`src/rtl/level_debouncer.sv`:
```
// Purpose : turns a raw asynchronous, bouncy level into a clean level that is synchronous to clock.
// Latency : with sample_enable held high, level_out follows a clean step SYNC_DEPTH + STABLE_CYCLES edges after capture.
// Backpres: there is no handshake; sample_enable only gates qualification, and the synchronizer shifts on every clock.
//
// Ports:
//   clock          - single clock; all state changes on its rising edge
//   reset_n        - asynchronous, active-low reset
//   sample_enable  - qualifies counting (for example a slow tick); tie high to sample every cycle
//   level_async_in - raw asynchronous input level
//   level_out      - debounced level (registered)
//   settling_out   - high while a candidate new level is being qualified (registered)
//   glitch_out     - one-cycle pulse when a candidate is abandoned before acceptance (registered)
module level_debouncer #(
    parameter int   SYNC_DEPTH    = 2,
    parameter int   STABLE_CYCLES = 16,
    parameter logic RESET_LEVEL   = 1'b0
) (
    input  logic clock,
    input  logic reset_n,
    input  logic sample_enable,
    input  logic level_async_in,
    output logic level_out,
    output logic settling_out,
    output logic glitch_out
);

    // Reject illegal parameterisations at elaboration time.
    generate
        if (SYNC_DEPTH < 2) begin : g_bad_sync_depth
            $error("level_debouncer: SYNC_DEPTH must be at least 2");
        end
        if (STABLE_CYCLES < 1) begin : g_bad_stable_cycles
            $error("level_debouncer: STABLE_CYCLES must be at least 1");
        end
    endgenerate

    // The counter only ever reaches STABLE_CYCLES-1 before it is cleared,
    // so it cannot wrap.
    localparam int CNT_W = $clog2(STABLE_CYCLES + 1);
    localparam logic [CNT_W-1:0] CNT_LAST = CNT_W'(STABLE_CYCLES - 1);
    localparam logic [CNT_W-1:0] CNT_ONE  = CNT_W'(1);

    typedef enum logic {
        IDLE   = 1'b0,
        SETTLE = 1'b1
    } state_t;

    // ------------------------------------------------------------------
    // CDC synchronizer: shifts every clock, regardless of sample_enable.
    // ------------------------------------------------------------------
    logic [SYNC_DEPTH-1:0] sync_q;
    logic [SYNC_DEPTH-1:0] sync_d;
    logic                  synced;

    assign sync_d = {sync_q[SYNC_DEPTH-2:0], level_async_in};
    assign synced = sync_q[SYNC_DEPTH-1];

    always_ff @(posedge clock or negedge reset_n) begin
        if (!reset_n) begin
            sync_q <= {SYNC_DEPTH{RESET_LEVEL}};
        end else begin
            sync_q <= sync_d;
        end
    end

    // ------------------------------------------------------------------
    // Qualification FSM
    // ------------------------------------------------------------------
    state_t           state_q, state_d;
    logic [CNT_W-1:0] cnt_q, cnt_d;
    logic             level_q, level_d;
    logic             settling_q, settling_d;
    logic             glitch_q, glitch_d;

    always_ff @(posedge clock or negedge reset_n) begin
        if (!reset_n) begin
            state_q    <= IDLE;
            cnt_q      <= '0;
            level_q    <= RESET_LEVEL;
            settling_q <= 1'b0;
            glitch_q   <= 1'b0;
        end else begin
            state_q    <= state_d;
            cnt_q      <= cnt_d;
            level_q    <= level_d;
            settling_q <= settling_d;
            glitch_q   <= glitch_d;
        end
    end

    always_comb begin
        state_d  = state_q;
        cnt_d    = cnt_q;
        level_d  = level_q;
        glitch_d = 1'b0;

        unique case (state_q)
            IDLE: begin
                cnt_d = '0;
                if (sample_enable && (synced != level_q)) begin
                    if (STABLE_CYCLES == 1) begin
                        // A single qualifying sample is enough: accept at once.
                        level_d = ~level_q;
                    end else begin
                        // The sample that opens qualification counts as the first.
                        state_d = SETTLE;
                        cnt_d   = CNT_ONE;
                    end
                end
            end

            SETTLE: begin
                // Unsampled cycles hold everything; a bounce is only seen when sampled.
                if (sample_enable) begin
                    if (synced != level_q) begin
                        if (cnt_q == CNT_LAST) begin
                            level_d = ~level_q;
                            cnt_d   = '0;
                            state_d = IDLE;
                        end else begin
                            cnt_d = cnt_q + CNT_ONE;
                        end
                    end else begin
                        cnt_d    = '0;
                        glitch_d = 1'b1;
                        state_d  = IDLE;
                    end
                end
            end

            default: begin
                state_d = IDLE;
                cnt_d   = '0;
            end
        endcase

        // Registered alongside the state so it tracks SETTLE exactly.
        settling_d = (state_d == SETTLE);
    end

    assign level_out    = level_q;
    assign settling_out = settling_q;
    assign glitch_out   = glitch_q;

endmodule
```
`config.mk`:
```
export PLATFORM = sky130hd
export DESIGN_NAME = level_debouncer
export DESIGN_NICKNAME = d
export VERILOG_FILES = /design/src/rtl/level_debouncer.sv
export SDC_FILE = /design/constraint.sdc
export NUM_CORES = 1
export LEC_CHECK = 0
export ABC_AREA = 1
export BUFFER_PORTS_ARGS = -buffer_cell sky130_fd_sc_hd__buf_2
export CORE_AREA = 2 2 39 41
export DETAILED_ROUTE_END_ITERATION = 7
export DIE_AREA = 0 0 41 43
export SYNTH_ARGS = -nofsm -noshare
export SYNTH_HDL_FRONTEND = slang
export SYNTH_SLANG_ARGS = --single-unit
```
`constraint.sdc`:
```
create_clock -name clock -period 1.1 [get_ports clock]
set_clock_uncertainty 0.05 [all_clocks]
set_input_delay 0.11 -clock clock [delete_from_list [all_inputs] [get_ports clock]]
set_output_delay 0.11 -clock clock [all_outputs]
set_load 0.02 [all_outputs]
```
==> metrics.csv, run 1 <==
stage,metric,value,unit
run_status,status,finished with violations,
run_status,failing checks,setup timing,
sta,minimum clock period after layout,1.10,ns
sta,headroom to the max-slew limit,0.849,
detailed_routing,final WL,950,um
place,post-DP HPWL,731,um
pwr,switching share of total power,0.246,
floorplan,starting density of the core,0.340,
yosys,most frequent cell after synthesis,sky130_fd_sc_hd__nand2_1,
run,Maximum Capacitance Violations,0,
yosys,fraction of the yosys area taken by sequential cells,0.532,
detailed_routing,Routed WL per cell,10.8,um
yosys,flip-flop and latch count after synthesis,10,
yosys,area share of the largest cell type after synthesis,0.532,
worst_setup_path,largest driver fanout on the critical path,3,
pwr,net switching power,0.000199,W
detailed_routing,Initial DRC Count,1,
place,PortBufs,6,
clocking,clock slew at the register clock pins of the worst setup and hold paths,0.07,ns
sta,period utilisation layout,1.00,
yosys,syn_nets,63,
yosys,most frequent cells after synthesis,"sky130_fd_sc_hd__nand2_1, sky130_fd_sc_hd__dfrtp_1, sky130_fd_sc_hd__inv_1, sky130_fd_sc_hd__nand3_1",
cells_and_area,Final nets,78,
pwr,combinational group share of total power,0.093,
pwr,Max IR drop VDD,0.490,mV
sta,actual transition at the worst max-transition pin,0.227,ns
yosys,count of cell types in the netlist,12,
worst_setup_path,startpoint of the worst register-to-register path,cnt_q[1],
yosys,Syn. warnings,0,
grt,pin count of the biggest net entering global routing,11,
pwr,Sequential Power Share,0.481,
worst_setup_path,Worst Path Arrival,1.22,ns
clocking,TritonCTS buffer count,3,
worst_setup_path,timing startpoint of the critical path,cnt_q[1],
place,routability cong.,0.744,
grt,vias in the first global route,383,
pwr,post-layout total power,0.000810,W
yosys,area share of fa/ha/maj cells after synthesis,0.0266,
worst_hold_path,Hold WC Path Type,in2reg,
floorplan,Row Count,14,
detailed_routing,number of optimization iterations in the first detailed-route pass,3,
yosys,Syn Inst Count,58,
detailed_routing,via total after detailed routing,404,
yosys,dominant combinational cell family by area after synthesis,simple AND/OR/NAND/NOR gates,
detailed_routing,post-detailed-route count of antenna-violating nets,0,
grt,remaining global-route overflow,0,
pwr,power per cell area,1340,nW/um^2
floorplan,IO Count,7,
floorplan,vertical die dimension,43,um
yosys,post-synthesis xor/xnor area fraction,0.0186,
cells_and_area,layout cells sized above 1,0.264,
grt,first-pass GRT wire length,1590,um
sta,final critical-path setup slack,-0.00259,ns
clocking,CTS tree,yes,
clocking,CTS Buffer Depth,2,
place,Post-Place Setup Slack,-0.00528,ns
worst_setup_path,critical path class,reg2reg,
sta,unrepaired setup endpoints after global routing,true,
yosys,share of the synthesized area in compound gates (AO/OA/AOI/OAI),0.0213,
pwr,clock share of power,0.426,
yosys,"top cells by area, synth","sky130_fd_sc_hd__dfrtp_1, sky130_fd_sc_hd__nand2_1, sky130_fd_sc_hd__nand3_1",
sta,count of endpoints failing setup in the final report,1,
worst_setup_path,data required time of the critical path,1.22,ns
place,placed instance area,538,um^2
worst_hold_path,worst hold path startpoint,sample_enable,
floorplan,area enclosed by the die boundary,1760,um^2
cells_and_area,final antenna diode count,0,
pwr,leakage power figure,0.333,nW
clocking,H-tree lvl count,1,
clocking,CTS Sinks,10,
yosys,largest area contributor in the synthesized netlist,sky130_fd_sc_hd__dfrtp_1,
clocking,root buf cell,sky130_fd_sc_hd__clkbuf_4,
detailed_routing,# DRC,0,
worst_setup_path,critical path startpoint category,flop,
grt,antenna violations before repair,0,
cells_and_area,final instance area,604,um^2
yosys,average size of a mapped cell,8.11,um^2
yosys,number of enable-type register cells in the synthesized netlist,0,
pwr,internal power component,0.000611,W
yosys,main flop type after synthesis,sky130_fd_sc_hd__dfrtp_1,
grt,GRT Resource Usage Total,0.146,
worst_setup_path,FF-to-FF setup slack,-0.003,ns
detailed_routing,via/cell ratio,4.59,
yosys,post-synthesis mux area share,0,
sta,Peak Freq,907,MHz
clocking,worst skew pair latency,0.27,ns
yosys,cell area after technology mapping,470,um^2
yosys,"basic-gate share of the synthesized area counting and, or, nand and nor cells",0.346,
yosys,Async SR Flop Fraction,1.00,
sta,number of max-slew violations in the final report,0,
floorplan,width of the chip,41,um
worst_setup_path,critical path capture point type,flop,
floorplan,floorplan core area,1380,um^2
cells_and_area,post-synthesis to final-layout area growth,28.5,%
sta,final-report hold violation count,0,
[flip-flops by register name (all words and copies together), names as in the netlist]
register and flops:
level_out 1, settling_out 1, cnt_q 5, sync_q 2, glitch_out 1
[area by class of cell]
type / instances / area [um^2]
fill: 140 / 779
clock buffer: 4 / 36.3
inverter: 7 / 26.3
tap: 16 / 20.0
multi-input combinational: 41 / 206
timing repair buffer: 10 / 65.1
sequential: 10 / 250
[per-stage QoR]
step	util	std cells	setup TNS, ns	hold slack [ns]
floorplan	-	58	0	-0.236
global placement	0.389	82	0	-0.0653
detailed placement	0.389	82	-0.0105	-0.0661
CTS	0.429	88	-0.0195	0.113
global route	0.437	88	-0.250	0.117
finish	0.437	88	-0.00259	0.106
[repair_timing]
item | CTS | global route
setup buffers | 0 | 0
hold buffers | 2 | 0
pin swaps | 1 | 3
setup endpoints to repair | 3 | 6
gates resized for setup | 1 | 4
hold endpoints to repair | 11 | 0
[worst paths after layout]
kind / cells after the start / endpoint
min: 3 / glitch_out
min reg2reg: 0 / sync_q[1]
max reg2reg: 6 / cnt_q[0]
max: 6 / cnt_q[0]
min in group asynchronous: 2 / sync_q[0]
max in group asynchronous: 2 / settling_out
[placed cells by master (no fill, tap or decap), drive strengths merged]
master	count
nand2	24
dfrtp	10
buf	8
inv	7
nand3	7
clkbuf	4
nor2	4
nand4	2
dlygate4sd3	2
a21oi	1
o21ai	1
xor2	1
ha	1
[kinds of logic after synthesis]
group / after synthesis
compound gates: 2
xor+xnor: 1
fa+ha+maj: 1
buf+inv: 7
flops: 10
simple gates: 37
[per-layer routing]
metal  vias to the layer above  track usage  part of all wire  routed length [um]
met4                         0        0.160             0.055                  52
li1                        212            -                 -                   -
met5                         -            0                 0                   0
met2                         8        0.200              0.45                 427
met3                         5       0.0314             0.032                  30
met1                       179        0.167              0.46                 440
[critical path: stages (launching register included)]
cell	delay (ns)
sky130_fd_sc_hd__dfrtp_1	0.35
sky130_fd_sc_hd__ha_2	0.21
sky130_fd_sc_hd__nand3_2	0.08
sky130_fd_sc_hd__nor2_2	0.12
sky130_fd_sc_hd__nand2_1	0.07
sky130_fd_sc_hd__nand3_1	0.07
sky130_fd_sc_hd__nand2_1	0.05
[power groups by stage]
stage	Combinational, W	Clock (W)	Sequential (W)
4_1_cts	0.0000731	0.000352	0.000389
2_1_floorplan	0.0000273	0	0.000403
3_3_place_gp	0.0000660	0	0.000396
3_5_place_dp	0.0000675	0	0.000397
5_1_grt	0.0000853	0.000364	0.000392
6_report	0.0000754	0.000345	0.000390
(Power assumes the default switching activity.)
==> run 2: changes to the inputs <==
--- a/config.mk
+++ b/config.mk
@@ -7,9 +7,13 @@
 export LEC_CHECK = 0
 export ABC_AREA = 1
 export BUFFER_PORTS_ARGS = -buffer_cell sky130_fd_sc_hd__buf_2
-export CORE_AREA = 2 2 39 41
+export CELL_PAD_IN_SITES_DETAIL_PLACEMENT = 1
+export CELL_PAD_IN_SITES_GLOBAL_PLACEMENT = 1
+export CORE_MARGIN = 2
+export CORE_UTILIZATION = 34
+export CTS_CLUSTER_SIZE = 40
 export DETAILED_ROUTE_END_ITERATION = 7
-export DIE_AREA = 0 0 41 43
+export PLACE_DENSITY = 0.71
 export SYNTH_ARGS = -nofsm -noshare
 export SYNTH_HDL_FRONTEND = slang
 export SYNTH_SLANG_ARGS = --single-unit
==> metrics.csv, run 2 (synthesized netlist as in run 1, its figures left out) <==
stage,metric,value,unit,change
worst_setup_path,startpoint of the worst register-to-register path,cnt_q[0],,
cells_and_area,post-synthesis to final-layout area growth,34.6,%,
clocking,CTS Buffer Depth,2,,unchanged
grt,remaining global-route overflow,0,,unchanged
cells_and_area,final instance area,633,um^2,+4.8%
worst_setup_path,critical path startpoint category,flop,,
detailed_routing,highest metal used,met4,,
pwr,power per cell area,1260,nW/um^2,-6.3%
clocking,H-tree lvl count,1,,unchanged
place,post-DP HPWL,788,um,+7.8%
clocking,root buf cell,sky130_fd_sc_hd__clkbuf_4,,
clocking,CTS Sinks,10,,unchanged
sta,number of max-slew violations in the final report,0,,unchanged
cells_and_area,layout cells sized above 1,0.274,,+0.0101
detailed_routing,final WL,1070,um,+12%
sta,post-route worst hold slack,0.121,ns,+0.0144 ns
detailed_routing,post-detailed-route count of antenna-violating nets,0,,unchanged
worst_setup_path,crit-path cells,"ha_4, nand3_4, nor2_4, nand2_2, nand2_1, nand2_1",,
detailed_routing,number of optimization iterations in the first detailed-route pass,3,,unchanged
place,routability cong.,0.716,,-3.8%
worst_setup_path,critical path buffer and inverter count,0,,unchanged
place,PortBufs,6,,unchanged
detailed_routing,via total after detailed routing,422,,+4.5%
pwr,Max IR drop VDD,0.736,mV,+50%
cells_and_area,fillers,166,,+19%
detailed_routing,met3 wirelength from detailed routing,29,um,-3.3%
run_status,failing checks,setup timing,,
worst_setup_path,critical path class,reg2reg,,
pwr,post-layout total power,0.000795,W,-1.9%
pwr,leakage power figure,0.340,nW,+1.9%
sta,period utilisation layout,1.02,,+0.0179
detailed_routing,Routed WL per cell,12.1,um,+12%
worst_setup_path,data required time of the critical path,1.20,ns,-0.02 ns
grt,pin count of the biggest net entering global routing,11,,unchanged
floorplan,vertical die dimension,41.2,um,-4.2%
grt,vias in the first global route,385,,+0.52%
sta,count of endpoints failing setup in the final report,3,,+2
detailed_routing,via/cell ratio,4.80,,+4.5%
floorplan,Row Count,13,,-1
sta,final-report hold violation count,0,,unchanged
sta,unrepaired setup endpoints after global routing,true,,
sta,actual transition at the worst max-transition pin,0.259,ns,+0.0322 ns
clocking,TritonCTS buffer count,3,,unchanged
worst_setup_path,largest driver fanout on the critical path,3,,unchanged
worst_setup_path,timing startpoint of the critical path,cnt_q[0],,
worst_setup_path,critical path capture point type,flop,,
run,Maximum Capacitance Violations,0,,unchanged
detailed_routing,Initial DRC Count,3,,+2
clocking,worst skew pair latency,0.27,ns,about the same
cells_and_area,Final nets,79,,+1.3%
floorplan,area enclosed by the die boundary,1700,um^2,-3.7%
worst_setup_path,"slowest stage delay, CP",0.40,ns,+0.05 ns
sta,setup tns final,-0.0564,ns,-0.0538 ns
cells_and_area,post-route core utilization,0.487,,+0.0498
cells_and_area,number of flip-flops in the largest register,5,,unchanged
sta,Peak Freq,891,MHz,-1.8%
floorplan,IO Count,7,,unchanged
place,placed instance area,537,um^2,-0.23%
cells_and_area,"commonest non-fill, non-tap cell in the layout",sky130_fd_sc_hd__nand2_1,,
worst_setup_path,Worst Path Arrival,1.23,ns,about the same
cells_and_area,top flop regs,"cnt_q (5), sync_q (2)",,
grt,first-pass GRT wire length,1590,um,+0.38%
detailed_routing,sum of routed wire segments on met1,469,um,+6.6%
sta,headroom to the max-slew limit,0.827,,-0.0215
sta,minimum clock period after layout,1.12,ns,+0.0197 ns
detailed_routing,routed wire length on met2,531,um,+24%
cells_and_area,register name with the most flops,cnt_q,,
floorplan,width of the chip,41.2,um,+0.48%
worst_setup_path,Top Family by Delay on Critical Path,flip-flops,,
floorplan,starting density of the core,0.362,,+0.0216
worst_setup_path,"Top cell by count, worst path",sky130_fd_sc_hd__nand2_1,,
run_status,status,finished with violations,,
grt,GRT Resource Usage Total,0.162,,+0.0154
floorplan,floorplan core area,1300,um^2,-6.0%
clocking,clock slew at the register clock pins of the worst setup and hold paths,0.06,ns,about the same
cells_and_area,final antenna diode count,0,,unchanged
sta,final critical-path setup slack,-0.0223,ns,-0.0197 ns
worst_hold_path,Hold WC Path Type,in2reg,,
worst_setup_path,crit path max-delay cell type,sky130_fd_sc_hd__dfrtp_1,,
detailed_routing,# DRC,0,,unchanged
grt,antenna violations before repair,0,,unchanged
worst_hold_path,worst hold path startpoint,sample_enable,,
cells_and_area,most frequent cells in the layout,"sky130_fd_sc_hd__nand2_1, sky130_fd_sc_hd__dfrtp_1, sky130_fd_sc_hd__inv_1",,
clocking,CTS tree,yes,,
## run 2: changes by cell type in the layout (fill, tap and decap cells not counted)
| cell | change |
|---|---|
| sky130_fd_sc_hd__buf_4 | +1 |
| sky130_fd_sc_hd__ha_2 | -1 |
| sky130_fd_sc_hd__ha_4 | +1 |
| sky130_fd_sc_hd__inv_1 | +1 |
| sky130_fd_sc_hd__inv_2 | -1 |
| sky130_fd_sc_hd__nand3_1 | -1 |
| sky130_fd_sc_hd__nand3_4 | +1 |
## run 2: final cells by class
cell class / instances / area [um^2] / share of cell area
clock buffers: 4 / 36.3 / 0.0573
inverters: 7 / 26.3 / 0.0415
multi-input cells: 41 / 229 / 0.362
flip-flops and latches: 10 / 250 / 0.395
well taps: 15 / 18.8 / 0.0296
repair buffers: 11 / 72.6 / 0.115
## run 2: final timing paths
| path | cells past startpoint | slack [ns] | to |
|---|---|---|---|
| min in group asynchronous | 2 | 0.18 | cnt_q[2] |
| max in group asynchronous | 2 | 0.63 | settling_out |
| setup / recovery | 6 | -0.02 | settling_out |
| hold / removal | 4 | 0.12 | settling_out |
| hold reg to reg | 0 | 0.31 | sync_q[1] |
| setup reg to reg | 6 | -0.02 | settling_out |
## run 2: layer usage
layer | GRT usage | vias to the layer above
met5 | 0 | -
met4 | 0.145 | 0
met3 | 0.0489 | 4
met2 | 0.258 | 5
met1 | 0.169 | 200
li1 | - | 213
## run 2: where the power goes
part	switching, W	internal, W	total, W
logic	0.0000469	0.0000294	0.0000763
registers	0.0000128	0.000380	0.000393
clock network	0.000124	0.000201	0.000325
## run 2: worst min-delay path: cells and delay by family
kind                   cells  cell delay, ns
and+or+nand+nor            2            0.16
buffers and inverters      2            0.13
## run 2: metrics by stage
stage / cells / setup WS [ns]
6_report: 88 / -0.0223
5_1_grt: 88 / -0.0963
4_1_cts: 87 / -0.0211
3_5_place_dp: 81 / -0.0320
3_3_place_gp: 81 / -0.0144
2_1_floorplan: 58 / 0.00180
## run 2: repair_timing
action | 4_1_cts | 5_1_grt
hold buffers | 2 | 0
gates resized for setup | 2 | 5
endpoints found under the setup margin | 3 | 6
pin swaps | 1 | 8
buffers inserted | 0 | 1
hold endpoints to repair | 11 | 0
